<file path="config.mk">
export PLATFORM = sky130hd
export DESIGN_NAME = ctrl_unit_pipe_flat
export DESIGN_NICKNAME = d
export VERILOG_FILES = /design/src/rtl/ctrl_pkg.sv /design/src/rtl/ctrl_unit_pipe_if.sv /design/src/rtl/ctrl_decode_comb.sv /design/src/rtl/ctrl_unit_pipe.sv /design/src/flat_wrapper.sv
export SDC_FILE = /design/constraint.sdc
export NUM_CORES = 1
export LEC_CHECK = 0
export BUFFER_PORTS_ARGS = -buffer_cell sky130_fd_sc_hd__buf_2
export CELL_PAD_IN_SITES_DETAIL_PLACEMENT = 2
export CELL_PAD_IN_SITES_GLOBAL_PLACEMENT = 2
export CORE_UTILIZATION = 22
export DETAILED_ROUTE_END_ITERATION = 10
export GPL_TIMING_DRIVEN = 0
export PLACE_DENSITY = 0.8
export SKIP_LAST_GASP = 1
export SLEW_MARGIN = 30
export SYNTH_ARGS = -nofsm -noshare
export SYNTH_HDL_FRONTEND = slang
export SYNTH_SLANG_ARGS = --single-unit
</file>
<file path="constraint.sdc">
create_clock -name clk -period 0.8 [get_ports clk]
set_input_delay 0.04 -clock clk [delete_from_list [all_inputs] [get_ports clk]]
set_output_delay 0.04 -clock clk [all_outputs]
set_load 0.005 [all_outputs]
</file>
<file path="src/rtl/ctrl_pkg.sv">
// ctrl_pkg: opcodes, ALU/immediate/result encodings and the control bundle for ctrl_unit_pipe
package ctrl_pkg;
  localparam logic [6:0] OP_R      = 7'b0110011;
  localparam logic [6:0] OP_IMM    = 7'b0010011;
  localparam logic [6:0] OP_LOAD   = 7'b0000011;
  localparam logic [6:0] OP_STORE  = 7'b0100011;
  localparam logic [6:0] OP_BRANCH = 7'b1100011;
  localparam logic [6:0] OP_JAL    = 7'b1101111;
  localparam logic [6:0] OP_JALR   = 7'b1100111;
  localparam logic [6:0] OP_LUI    = 7'b0110111;
  localparam logic [6:0] OP_AUIPC  = 7'b0010111;
  localparam logic [6:0] F7_MULDIV = 7'b0000001;
  localparam logic [3:0] ALU_ADD   = 4'd0;
  localparam logic [3:0] ALU_SUB   = 4'd1;
  localparam logic [3:0] ALU_AND   = 4'd2;
  localparam logic [3:0] ALU_OR    = 4'd3;
  localparam logic [3:0] ALU_XOR   = 4'd4;
  localparam logic [3:0] ALU_SLT   = 4'd5;
  localparam logic [3:0] ALU_SLTU  = 4'd6;
  localparam logic [3:0] ALU_SLL   = 4'd7;
  localparam logic [3:0] ALU_SRL   = 4'd8;
  localparam logic [3:0] ALU_SRA   = 4'd9;
  localparam logic [3:0] ALU_PASSB = 4'd10;
  localparam logic [2:0] IMM_I = 3'b000;
  localparam logic [2:0] IMM_S = 3'b001;
  localparam logic [2:0] IMM_B = 3'b010;
  localparam logic [2:0] IMM_U = 3'b011;
  localparam logic [2:0] IMM_J = 3'b100;
  localparam logic [1:0] RES_ALU = 2'b00;
  localparam logic [1:0] RES_MEM = 2'b01;
  localparam logic [1:0] RES_PC4 = 2'b10;
  typedef enum logic {RUN, MDU_WAIT} state_t;
  typedef struct packed {
    logic       reg_write;
    logic       alu_src;
    logic       mem_write;
    logic       branch;
    logic       jump;
    logic [2:0] imm_src;
    logic [1:0] result_src;
    logic [3:0] alu;
    logic       illegal;
    logic       is_m;
    logic [2:0] funct3;
  } ctrl_bundle_t;
  // alt selects SUB on funct3=000 and SRA on funct3=101
  function automatic logic [3:0] alu_fn(input logic [2:0] f3, input logic alt_add, input logic alt_shift);
    case (f3)
      3'b000:  alu_fn = alt_add ? ALU_SUB : ALU_ADD;
      3'b001:  alu_fn = ALU_SLL;
      3'b010:  alu_fn = ALU_SLT;
      3'b011:  alu_fn = ALU_SLTU;
      3'b100:  alu_fn = ALU_XOR;
      3'b101:  alu_fn = alt_shift ? ALU_SRA : ALU_SRL;
      3'b110:  alu_fn = ALU_OR;
      default: alu_fn = ALU_AND;
    endcase
  endfunction
endpackage

</file>
<file path="src/rtl/ctrl_unit_pipe_if.sv">
// ctrl_unit_pipe_if: instruction handshake, hazard controls and registered control bundle
interface ctrl_unit_pipe_if #(parameter int ALUCTRL_W = 4);
  logic                 in_valid;
  logic                 in_ready;
  logic [31:0]          instr;
  logic                 stall_i;
  logic                 flush_i;
  logic                 out_valid;
  logic                 reg_write;
  logic                 alu_src;
  logic                 mem_write;
  logic                 branch;
  logic                 jump;
  logic [2:0]           imm_src;
  logic [1:0]           result_src;
  logic [ALUCTRL_W-1:0] alu_control;
  logic                 mdu_start;
  logic [2:0]           mdu_op;
  logic                 illegal;
  modport master (
    output in_valid, instr, stall_i, flush_i,
    input  in_ready, out_valid, reg_write, alu_src, mem_write, branch, jump,
           imm_src, result_src, alu_control, mdu_start, mdu_op, illegal
  );
  modport slave (
    input  in_valid, instr, stall_i, flush_i,
    output in_ready, out_valid, reg_write, alu_src, mem_write, branch, jump,
           imm_src, result_src, alu_control, mdu_start, mdu_op, illegal
  );
endinterface

</file>
<file path="src/rtl/ctrl_decode_comb.sv">
// ctrl_decode_comb: combinational RV32I(+M when RV32M_EN) instruction to control-bundle decoder
module ctrl_decode_comb
  import ctrl_pkg::*;
(
  input  logic [31:0]  instr,
  output ctrl_bundle_t bundle
);
  logic [6:0] op, f7;
  logic [2:0] f3;
  logic unused_bits;
  assign op = instr[6:0];
  assign f3 = instr[14:12];
  assign f7 = instr[31:25];
  assign unused_bits = ^{instr[24:15], instr[11:7]};
  always_comb begin
    bundle = '0;
    bundle.funct3 = f3;
    case (op)
      OP_R: begin
        bundle.reg_write = 1'b1;
        bundle.alu = alu_fn(f3, f7[5], f7[5]);
        if (f7 == F7_MULDIV) begin
`ifdef RV32M_EN
          bundle.is_m = 1'b1;
`else
          bundle.reg_write = 1'b0;
          bundle.illegal = 1'b1;
`endif
        end
      end
      OP_IMM: begin
        bundle.reg_write = 1'b1;
        bundle.alu_src = 1'b1;
        bundle.alu = alu_fn(f3, 1'b0, f7[5]);
      end
      OP_LOAD: begin
        bundle.reg_write = 1'b1;
        bundle.alu_src = 1'b1;
        bundle.result_src = RES_MEM;
      end
      OP_STORE: begin
        bundle.mem_write = 1'b1;
        bundle.alu_src = 1'b1;
        bundle.imm_src = IMM_S;
      end
      OP_BRANCH: begin
        bundle.branch = 1'b1;
        bundle.imm_src = IMM_B;
        bundle.alu = ALU_SUB;
      end
      OP_JAL: begin
        bundle.reg_write = 1'b1;
        bundle.jump = 1'b1;
        bundle.alu_src = 1'b1;
        bundle.imm_src = IMM_J;
        bundle.result_src = RES_PC4;
      end
      OP_JALR: begin
        bundle.reg_write = 1'b1;
        bundle.jump = 1'b1;
        bundle.alu_src = 1'b1;
        bundle.result_src = RES_PC4;
      end
      OP_LUI: begin
        bundle.reg_write = 1'b1;
        bundle.alu_src = 1'b1;
        bundle.imm_src = IMM_U;
        bundle.alu = ALU_PASSB;
      end
      OP_AUIPC: begin
        bundle.reg_write = 1'b1;
        bundle.alu_src = 1'b1;
        bundle.imm_src = IMM_U;
      end
      default: bundle.illegal = 1'b1;
    endcase
  end
endmodule

</file>
<file path="src/rtl/ctrl_unit_pipe.sv">
// ctrl_unit_pipe: ID/EX control register with stall/flush and an RV32M wait sequencer.
// Define RV32M_EN to compile in the MUL/DIV path; otherwise M-extension words decode as illegal.
module ctrl_unit_pipe
  import ctrl_pkg::*;
#(
  parameter int ALUCTRL_W  = 4,
  parameter int MDU_CYCLES = 4
) (
  input logic            clk,
  input logic            rst,
  ctrl_unit_pipe_if.slave bus
);
  ctrl_bundle_t dec;
  logic accept;
  ctrl_decode_comb u_dec (.instr(bus.instr), .bundle(dec));
  assign accept = bus.in_valid && bus.in_ready;
`ifdef RV32M_EN
  localparam int CW = $clog2(MDU_CYCLES + 1);
  state_t state;
  logic [CW-1:0] cnt;
  assign bus.in_ready = !rst && state == RUN && !bus.stall_i && !bus.flush_i;
`else
  logic unused_f3;
  assign unused_f3 = ^dec.funct3;
  assign bus.in_ready = !rst && !bus.stall_i && !bus.flush_i;
  assign bus.mdu_start = 1'b0;
  assign bus.mdu_op = 3'b000;
`endif
  always_ff @(posedge clk or posedge rst) begin
    if (rst) begin
      bus.out_valid <= 1'b0;
      bus.reg_write <= 1'b0;
      bus.alu_src <= 1'b0;
      bus.mem_write <= 1'b0;
      bus.branch <= 1'b0;
      bus.jump <= 1'b0;
      bus.imm_src <= '0;
      bus.result_src <= '0;
      bus.alu_control <= '0;
      bus.illegal <= 1'b0;
`ifdef RV32M_EN
      bus.mdu_start <= 1'b0;
      bus.mdu_op <= '0;
      state <= RUN;
      cnt <= '0;
`endif
    end else if (bus.flush_i) begin
      bus.out_valid <= 1'b0;
      bus.reg_write <= 1'b0;
      bus.mem_write <= 1'b0;
      bus.branch <= 1'b0;
      bus.jump <= 1'b0;
      bus.illegal <= 1'b0;
`ifdef RV32M_EN
      bus.mdu_start <= 1'b0;
      state <= RUN;
      cnt <= '0;
`endif
    end else begin
`ifdef RV32M_EN
      bus.mdu_start <= accept && dec.is_m;
      // the counter runs down regardless of stall; only the final release waits on it
      if (state == MDU_WAIT) begin
        if (cnt != '0) cnt <= cnt - 1'b1;
        else if (!bus.stall_i) begin
          bus.out_valid <= 1'b1;
          state <= RUN;
        end
      end else
`endif
      if (accept) begin
        bus.out_valid <= !dec.is_m;
        bus.reg_write <= dec.reg_write;
        bus.alu_src <= dec.alu_src;
        bus.mem_write <= dec.mem_write;
        bus.branch <= dec.branch;
        bus.jump <= dec.jump;
        bus.imm_src <= dec.imm_src;
        bus.result_src <= dec.result_src;
        bus.alu_control <= ALUCTRL_W'(dec.alu);
        bus.illegal <= dec.illegal;
`ifdef RV32M_EN
        if (dec.is_m) begin
          bus.mdu_op <= dec.funct3;
          cnt <= CW'(MDU_CYCLES - 1);
          state <= MDU_WAIT;
        end
`endif
      end else if (!bus.stall_i) bus.out_valid <= 1'b0;
    end
  end
endmodule

</file>
<file path="src/flat_wrapper.sv">
// flat-port wrapper written by rule: the top's interface ports become plain ports
module ctrl_unit_pipe_flat import ctrl_pkg::*;
#(
  parameter int ALUCTRL_W  = 4,
  parameter int MDU_CYCLES = 4
)
  (clk, rst, bus_in_valid, bus_instr, bus_stall_i, bus_flush_i, bus_in_ready, bus_out_valid, bus_reg_write, bus_alu_src, bus_mem_write, bus_branch, bus_jump, bus_imm_src, bus_result_src, bus_alu_control, bus_mdu_start, bus_mdu_op, bus_illegal);
  ctrl_unit_pipe_if #(.ALUCTRL_W(ALUCTRL_W)) bus_i ();
  input logic clk;
  input logic rst;
  input wire logic [$bits(bus_i.in_valid)-1:0] bus_in_valid;
  input wire logic [$bits(bus_i.instr)-1:0] bus_instr;
  input wire logic [$bits(bus_i.stall_i)-1:0] bus_stall_i;
  input wire logic [$bits(bus_i.flush_i)-1:0] bus_flush_i;
  output wire logic [$bits(bus_i.in_ready)-1:0] bus_in_ready;
  output wire logic [$bits(bus_i.out_valid)-1:0] bus_out_valid;
  output wire logic [$bits(bus_i.reg_write)-1:0] bus_reg_write;
  output wire logic [$bits(bus_i.alu_src)-1:0] bus_alu_src;
  output wire logic [$bits(bus_i.mem_write)-1:0] bus_mem_write;
  output wire logic [$bits(bus_i.branch)-1:0] bus_branch;
  output wire logic [$bits(bus_i.jump)-1:0] bus_jump;
  output wire logic [$bits(bus_i.imm_src)-1:0] bus_imm_src;
  output wire logic [$bits(bus_i.result_src)-1:0] bus_result_src;
  output wire logic [$bits(bus_i.alu_control)-1:0] bus_alu_control;
  output wire logic [$bits(bus_i.mdu_start)-1:0] bus_mdu_start;
  output wire logic [$bits(bus_i.mdu_op)-1:0] bus_mdu_op;
  output wire logic [$bits(bus_i.illegal)-1:0] bus_illegal;
  assign bus_i.in_valid = bus_in_valid;
  assign bus_i.instr = bus_instr;
  assign bus_i.stall_i = bus_stall_i;
  assign bus_i.flush_i = bus_flush_i;
  assign bus_in_ready = bus_i.in_ready;
  assign bus_out_valid = bus_i.out_valid;
  assign bus_reg_write = bus_i.reg_write;
  assign bus_alu_src = bus_i.alu_src;
  assign bus_mem_write = bus_i.mem_write;
  assign bus_branch = bus_i.branch;
  assign bus_jump = bus_i.jump;
  assign bus_imm_src = bus_i.imm_src;
  assign bus_result_src = bus_i.result_src;
  assign bus_alu_control = bus_i.alu_control;
  assign bus_mdu_start = bus_i.mdu_start;
  assign bus_mdu_op = bus_i.mdu_op;
  assign bus_illegal = bus_i.illegal;
  ctrl_unit_pipe #(.ALUCTRL_W(ALUCTRL_W), .MDU_CYCLES(MDU_CYCLES)) u_core (.clk(clk), .rst(rst), .bus(bus_i));
endmodule
</file>
==> results of run 1 <==
worst max-delay path by stage:
stage	endpoint	slack, ps
6_report	u_core.bus.illegal	-60
3_3_place_gp	u_core.bus.illegal	-350
2_1_floorplan	u_core.bus.result_src[0]	-40
5_1_grt	u_core.bus.illegal	-140
3_5_place_dp	u_core.bus.illegal	-380
4_1_cts	bus_alu_src	-30
power breakdown:
part	internal, uW	total (uW)	switching (uW)
clock	334	606	272
sequential	862	900	37.3
combinational	259	516	257
cells by family (layout without fill, tap and decap cells):
logic type | after synthesis | after routing | share of synthesized area, %
multiplexers | 1 | 1 | 1.25
buffers and inverters | 10 | 68 | 6.38
other | 1 | 4 | 0.416
AND/OR/NAND/NOR | 43 | 45 | 29.1
flip-flops | 16 | 16 | 44.4
AO/OA/AOI/OAI | 23 | 23 | 17.5
XOR/XNOR | 1 | 1 | 0.971
placed cells by master (no fill, tap or decap), drive strengths merged, types with 2 or more instances in the layout:
cell     Yosys  routed
buf          6      59
and2         1       2
nor2b        2       2
nand2b       2       2
a21oi        5       5
nand2       11      12
conb         1       4
o21ai        6       6
clkbuf       0       4
inv          4       4
nand3        2       2
nor3         4       4
dfrtp       16      16
a211oi       2       2
nor3b        2       2
nand4bb      2       2
nand3b       2       2
nor2        12      12
a31o         2       2
a21o         2       2
critical path, delay by kind of cell:
| kind | cells | cell delay (ps) |
|---|---|---|
| AND/OR/NAND/NOR | 1 | 250 |
| AO/OA/AOI/OAI | 2 | 350 |
| buffers and inverters | 3 | 340 |
cells in the mapped netlist (2+ instances only):
cell type  number  share of area (%)
dfrtp_1        16                 44
nor2_1         12                5.0
nand2_1        10                4.2
a21oi_1         5                2.8
buf_4           5                4.2
inv_1           4                1.7
o21ai_0         3                1.7
o21ai_1         3                1.7
a211oi_1        2                1.7
a21o_1          2                1.7
a31o_2          2                1.9
nand2b_1        2                1.4
nand3_1         2                1.1
nand3b_1        2                1.7
nor2b_1         2                1.4
nor3_1          2                1.1
sequential cells by signal, indices dropped and copies added (netlist names):
register	flops
u_core.bus.reg_write	1
u_core.bus.alu_src	1
u_core.bus.out_valid	1
u_core.bus.illegal	1
u_core.bus.result_src	2
u_core.bus.mem_write	1
u_core.bus.alu_control	4
u_core.bus.jump	1
u_core.bus.imm_src	3
u_core.bus.branch	1
layout make-up:
class                           count  area, um2
Fill cell                         432       2230
Multi-Input combinational cell     74        622
Sequential cell                    16        400
Timing Repair Buffer               56        385
Tap cell                           48       60.1
Buffer                              5       45.0
Clock buffer                        3       41.3
Inverter                            4       15.0
per-stage QoR:
stage / cells / power, uW / TNS [ps] / worst slack (ps) / hold WS (ps)
after floorplan: 98 / 1080 / -268 / -42.4 / -46.3
after global placement: 184 / 1250 / -3670 / -349 / 161
after detailed placement: 184 / 1260 / -4230 / -384 / 175
after CTS: 192 / 1920 / -184 / -27.9 / -94.2
after global routing: 206 / 2120 / -1170 / -145 / -60.0
final: 206 / 2020 / -288 / -60.9 / -108
per-layer routing:
metal  part of all wire [%]  track usage, %
met3                    4.2            2.07
met1                     41            17.4
met2                     54            25.5
met5                      0               0
met4                    1.0            3.99
timing repair:
action | in CTS | in global routing
endpoints found under the hold margin | 17 | 16
gates cloned | 0 | 3
setup endpoints to repair | 20 | 31
setup buffers | 4 | 12
resized for setup | 10 | 30
pin swaps | 4 | 15
==> impl_results.md, run 1 <==
- Crit path from: bus_instr[3]
- DRC: 0
- Ys flop type: dfrtp_1
- HP Class: in2async
- R2R depth: 3
- Max-cap violations: 0
- Synth Register Bits: 16
- Vias in the first global route: just under 1,000
- Post-route ant nets: 0
- FMAX: 1160 MHz
- WP data arrival: 1000 ps
- Insertion delay to the later sink of the worst-skew pair: 250 ps
- 1st-iter DRT viols: 21
- Slowest stage delay, CP: roughly 250 ps
- CTS buffer count: 3
- Most frequent CP cell: buf_4
- Setup violators final: 12
- All-Layer GR Usage: 14.2%
- Pre-antenna DRT Iters: 4
- Hold slack: -108 ps
- PD cells: 1290 nW/um2
- Die area: 4360 um2
- CP Launch Type: primary input
- Max-slew violation count: 0
- Synthesized area per cell: 9.50 um2
- GP Congestion: 0.757
- CTS tree: built
- Failing checks: negative hold slack, negative setup slack
- H-tree depth: 1
- Initial Utilization: 23.7%
- EDFF count, synth: 0
- Mapped Cells: 95
- P&R area growth vs syn: 73.9%
- Period minus WS final: about 860 ps
- Cell leakage power: ~0.00078 uW
- Ys async rst share: 100%
- Worst-Margin Slew: 615 ps
- Antenna diode count: 0
- Worst Path Max Fanout: 2
- CTS sink count: 16
- WP data required: ~940 ps
- I/O pin cnt: a little under 60
- DR WL/cell: ~17 um
- Final period utilization: 108%
- Port Buffers: 38
- Yosys cell types: 37
- Fin worst setup slack: -60.9 ps
- GRT overflow: 0
- Layout Skew: 0 ps
- Via count: 992
- Peak VDD IR: 0.485 mV
- DRT Wirelength: 3540 um
- Reg-to-reg endpoint: u_core.bus.alu_control[0]
- CP cell instances: buf_8 > buf_4 > buf_4 > nor3_2 > a211oi_2 > a32o_1
- Placed cell area: between 1000 and 1500 um2
- Largest net degree at the start of global routing: 17
- Worst-path clk slew: 60 ps
- Outcome: finished with violations
- Site Rows: 22
- Clk buf depth: 2
- Final instance area: 1570 um2
- Layout cell share with drive strength beyond 1: 59.5%
- First-pass GRT wire length: 4670 um
- Via/cell ratio: 4.82
- Post-Syn Area: ~900 um2
- Chip height: 66.0 um
- CP Capture Type: flop
- DP HPWL: ~2100 um
- Reg2reg setup slack: about 20 ps
- Crit-path slowest cell: nor3_2
- Relative slew slack: between 50% and 60%
- Cts hold-fix bufs: 1
- Nets: 197
- Final Util: 41.3%
- Initial antenna violation count: 0
- Hold Fails Final Rpt: 16
- RSZ-0062 raised after global routing: true
- Critical path type: in2reg
- Die X: ~66 um
- Root buffer cell: clkbuf_8
- Synth Warn #: 0
- Sequential fraction of the synthesis area: between 40 and 50%
- Reg2reg start: u_core.bus.alu_control[0]
- CORE AREA: 3800 um2
Note: power is estimated with default switching activity, not from simulation.
==> run 2: changes to the inputs <==
==> constraint.sdc (replaced) <==
create_clock -name clk -period 0.8 [get_ports clk]
set_input_delay 0.12 -clock clk [delete_from_list [all_inputs] [get_ports clk]]
set_output_delay 0.12 -clock clk [all_outputs]
set_load 0.005 [all_outputs]
==> run 2 against run 1 <==
Compared with the run above:
- the run still ends with negative hold slack, negative setup slack left
- sequential share of layout area is 0.50 points higher
- fmax is 9.0% lower
- first-iteration DRC count rose by 4.8%
- die area unchanged
- sequential power hardly changed
- routed wire length fell by 2.0%
- largest cell class unchanged
- largest power group unchanged
==> impl_results.md, run 2 (synthesis gave the netlist of run 1 again) <==
- Via/cell ratio: about 4.8
- First-pass GRT wire length: 5060 um
- Largest Register: u_core.bus.alu_control
- DRC: 0
- Period minus WS final: 946 ps
- DR WL/cell: about 17 um
- Commonest non-fill, non-tap cell in the layout: buf_2
- Insertion delay to the later sink of the worst-skew pair: 250 ps
- DRT Wirelength: 3470 um
- Cell leakage power: 0.000765 uW
- CTS tree: built
- CP Launch Type: primary input
- Slowest stage delay, CP: 280 ps
- CP cell instances: buf_8 > nand4bb_4 > nor3b_4 > a32oi_2 > o21ai_1
- Worst path top cell family by delay: simple AND/OR/NAND/NOR gates
- Nets: 198
- Root buffer cell: clkbuf_8
- Outcome: finished with violations
- FMAX: 1060 MHz
- PD cells: 1360 nW/um2
- Crit-path slowest cell: nor3b_4
- Hold slack: -60.9 ps
- Final Util: 40.5%
- Fin Setup TNS: -2180 ps
- Setup violators final: 31
- RSZ-0062 raised after global routing: true
- Layout Skew: 0 ps
- Die area: approximately 4400 um2
- Via count: 988
- P&R area growth vs syn: 70.6%
- 1st-iter DRT viols: 22
- CP Capture Type: flop
- Fillcell total: 429
- Max-cap violations: 0
- Initial antenna violation count: 0
- CTS buffer count: 3
- DP HPWL: 2260 um
- H-tree depth: 1
- CORE AREA: 3800 um2
- Chip height: 66.0 um
- Dpl ws: -503 ps
- WP data arrival: around 1100 ps
- Initial Utilization: between 20% and 30%
- Fin worst setup slack: -146 ps
- Critical path type: in2reg
- HP Class: in2async
- Hold Fails Final Rpt: 16
- Die X: 66.0 um
- Final period utilization: 118%
- CTS sink count: 16
- WP data required: around 970 ps
- All-Layer GR Usage: between 10% and 20%
- Worst-Margin Slew: 617 ps
- Worst-path clk slew: 70 ps
- Antenna diode count: 0
- Power Total: between 2000 and 2500 uW
- Worst Path Max Fanout: 4
- Vias in the first global route: around 1,100
- Port Buffers: 38
- Max FFs per register: 4
- Failing checks: negative hold slack, negative setup slack
- Pre-antenna DRT Iters: 2
- Post-route ant nets: 0
- Top Registers: u_core.bus.alu_control: 4 flops, u_core.bus.imm_src: 3 flops, u_core.bus.result_src: 2 flops
- Site Rows: 22
- Peak VDD IR: 0.420 mV
- Layout cell share with drive strength beyond 1: around three fifths
- I/O pin cnt: 58
- GRT overflow: 0
- Clk buf depth: 2
- Max-slew violation count: 0
- WP buf/inv: 1
- Largest net degree at the start of global routing: 17
- Most frequent cells in the layout: buf_2 (34), buf_4 (24), dfrtp_1 (16), nand2_1 (10), nor2_1 (9)
- GP Congestion: 0.715
- Relative slew slack: 58.8%
[run 2: changes by cell type in the layout (fill, tap and decap cells not counted), moves of 2 or more]
| cell | before | now |
|---|---|---|
| buf_6 | 4 | 2 |
| buf_4 | 18 | 24 |
| nor3_4 | 3 | 1 |
| nor3_2 | 1 | 3 |
[run 2: final timing paths]
kind                                           start                         to  slack (ps)  cells after the start
min                                              rst       u_core.bus.out_valid         -60                      2
min reg2reg                u_core.bus.alu_control[2]  u_core.bus.alu_control[2]         480                      2
max reg2reg                          u_core.bus.jump            u_core.bus.jump         -50                      2
min in group clk                         bus_flush_i       u_core.bus.mem_write         110                      2
max in group asynchronous                        rst         u_core.bus.illegal         460                      2
max                                     bus_instr[3]  u_core.bus.alu_control[3]        -150                      5
[run 2: metal layers]
| layer | vias to the layer above | wire, um | global-route usage [%] |
|---|---|---|---|
| li1 | 463 | - | - |
| met1 | 491 | 1360 | 17.1 |
| met2 | 30 | 1920 | 30.1 |
| met3 | 4 | 160 | 2.59 |
| met4 | 0 | 24 | 4.79 |
| met5 | - | 0 | 0 |
[run 2: cell type report]
class	count	area (um2)	area share, %
Tap cell	48	60.1	3.90
Buffer	5	41.3	2.68
Multi-Input combinational cell	73	591	38.4
Clock buffer	4	55.1	3.58
Inverter	4	15.0	0.976
Timing Repair Buffer	58	377	24.5
Sequential cell	16	400	26.0
[run 2: repair_timing]
item	CTS	global route
setup buffers	13	7
resized for setup	19	14
gates cloned	1	0
endpoints found under the hold margin	16	16
setup endpoints to repair	31	33
pin swaps	6	9
[run 2: report_power, final]
group          switching, uW  total, uW  leakage (uW)  internal, uW
registers               35.1        897      0.000214           862
clock network            288        725     0.0000288           437
logic                    236        473      0.000523           237
[run 2: through the flow]
stage | std cells | cell area [um2]
floorplan | 98 | 950
global placement | 184 | 1200
detailed placement | 184 | 1200
CTS | 201 | 1440
global route | 208 | 1540
finish | 208 | 1540
==> run 3: changes to the inputs <==
--- a/config.mk
+++ b/config.mk
@@ -11,7 +11,7 @@
 export CORE_UTILIZATION = 22
 export DETAILED_ROUTE_END_ITERATION = 10
 export GPL_TIMING_DRIVEN = 0
-export PLACE_DENSITY = 0.8
+export PLACE_DENSITY_LB_ADDON = 0.1
 export SKIP_LAST_GASP = 1
 export SLEW_MARGIN = 30
 export SYNTH_ARGS = -nofsm -noshare
==> run 3 against run 2 <==
Compared with the run above:
- the flow still finishes with violations (negative hold slack, negative setup slack)
- fmax grew 5.5%
- clock-buffer cell count shrank 1
- cell area grew 4.1%
- flip-flop and latch count is the same
- critical path depth shrank 4
- worst hold slack gained 12 ps
- combinational power grew 2%
==> impl_results.md, run 3 (synthesis gave the netlist of run 1 again) <==
- RSZ-0062 raised after global routing: true
- Post-route ant nets: 0
- Hold Fails Final Rpt: 16
- Layout Skew: 0 ps
- Peak VDD IR: 0.809 mV
- Slowest stage delay, CP: roughly 400 ps
- Largest Register: u_core.bus.alu_control
- Cts hold-fix bufs: 0
- WP data arrival: 780 ps
- DR WL/cell: 15.8 um
- Cell count after placement: 184
- Critical path type: reg2out
- Fin Setup TNS: -1800 ps
- Most frequent cells in the layout: buf_2 (31), buf_4 (16), dfrtp_1 (16), buf_6 (10)
- Max-slew violation count: 0
- Pre-antenna DRT Iters: 2
- Fillcell total: 416
- Max-cap violations: 0
- CORE AREA: 3800 um2
- Metal3 WL: ~120 um
- Top Layer Used: met3
- Period minus WS final: 897 ps
- All-Layer GR Usage: between 10% and 20%
- Antenna diode count: 0
- GP Congestion: 0.690
- Die area: 4360 um2
- DP HPWL: around 2200 um
- Insertion delay to the later sink of the worst-skew pair: 240 ps
- Top Registers: u_core.bus.alu_control: 4 flops, u_core.bus.imm_src: 3 flops, u_core.bus.result_src: 2 flops
- Layout cell share with drive strength beyond 1: 57.6%
- DRC: 0
- Worst Path Max Fanout: 2
- CTS buffer count: 3
- Largest net degree at the start of global routing: 17
- Via/cell ratio: ~4.7
- P&R area growth vs syn: 77.7%
- Cell leakage power: 0.000791 uW
- WP data required: 680 ps
- Port Buffers: 38
- Vias in the first global route: 1,021
- HP Class: in2async
- Via count: about 960
- H-tree depth: 1
- FMAX: between 1000 and 1500 MHz
- GRT overflow: 0
- Final period utilization: 112%
- Placed cell area: 1200 um2
- CTS tree: built
- Initial antenna violation count: 0
- WP buf/inv: 1
- Root buffer cell: clkbuf_8
- Worst path top cell family by delay: flip-flops
- CP cell instances: buf_2
- DRT Wirelength: 3250 um
- First-pass GRT wire length: 4760 um
- CP Capture Type: output pin
- Site Rows: 22
- Clk buf depth: 2
- Crit-path slowest cell: dfrtp_1
- Commonest non-fill, non-tap cell in the layout: buf_2
- CTS sink count: 16
- Failing checks: negative hold slack, negative setup slack
- Hold slack: -48.4 ps
- Metal2 WL: between 1500 and 2000 um
- Final cell count without fillers: 206
- Initial Utilization: 23.7%
- Fin worst setup slack: -96.9 ps
- Worst-path clk slew: 60 ps
- PD cells: between 1000 and 1500 nW/um2
- Final instance area: 1600 um2
- CP Launch Type: flop
- Chip height: 66.0 um
- Wire length on met1: between 1000 and 1500 um
- Setup violators final: 30
- I/O pin cnt: 58
- Relative slew slack: 57.9%
- 1st-iter DRT viols: 44
- Worst-Margin Slew: 630 ps
- Max FFs per register: 4
- Die X: 66.0 um
- Outcome: finished with violations
- Nets: around 200
[run 3: through the flow]
step                      power (uW)  setup slack [ps]  util [%]
after floorplan                 1080              -122         -
after global placement          1250              -504      31.6
after detailed placement        1270              -532      31.6
after CTS                       1940              -106      36.3
after global routing            2090              -161      42.2
final                           1980             -96.9      42.2
[run 3: worst paths after layout]
check	startpoint	to	slack (ps)	cells past startpoint
worst max-delay path	u_core.bus.imm_src[1]	bus_imm_src[1]	-100	1
worst min-delay path	rst	u_core.bus.mem_write	-50	2
worst max register to register	u_core.bus.jump	u_core.bus.jump	-30	2
worst min register to register	u_core.bus.imm_src[0]	u_core.bus.imm_src[0]	470	2
max in group asynchronous	rst	u_core.bus.imm_src[1]	440	2
min in group clk	bus_flush_i	u_core.bus.mem_write	80	2
[run 3: layer usage]
metal	GRT usage (%)	vias to the layer above
met5	0	-
met4	3.19	0
met3	3.62	0
met2	27.8	21
met1	16.5	478
li1	-	460
[run 3: area by class of cell]
class                   instances  area [um2]  share of cell area, %
flip-flops and latches         16         400                   25.0
multi-input cells              72         588                   36.7
repair buffers                 57         438                   27.3
clock buffers                   3        41.3                   2.58
well taps                      48        60.1                   3.75
inverters                       4        15.0                  0.937
plain buffers                   6        60.1                   3.75
[run 3: what timing repair did]
| item | 4_1_cts | 5_1_grt |
|---|---|---|
| setup endpoints to repair | 29 | 31 |
| pin swaps | 6 | 10 |
| gates cloned | 0 | 2 |
| buffers inserted | 10 | 7 |
| gates resized for setup | 13 | 31 |
[run 3: power breakdown]
group | internal [uW] | total [uW] | switching, uW
clock network | 333 | 596 | 263
registers | 862 | 897 | 34.9
logic | 253 | 482 | 229
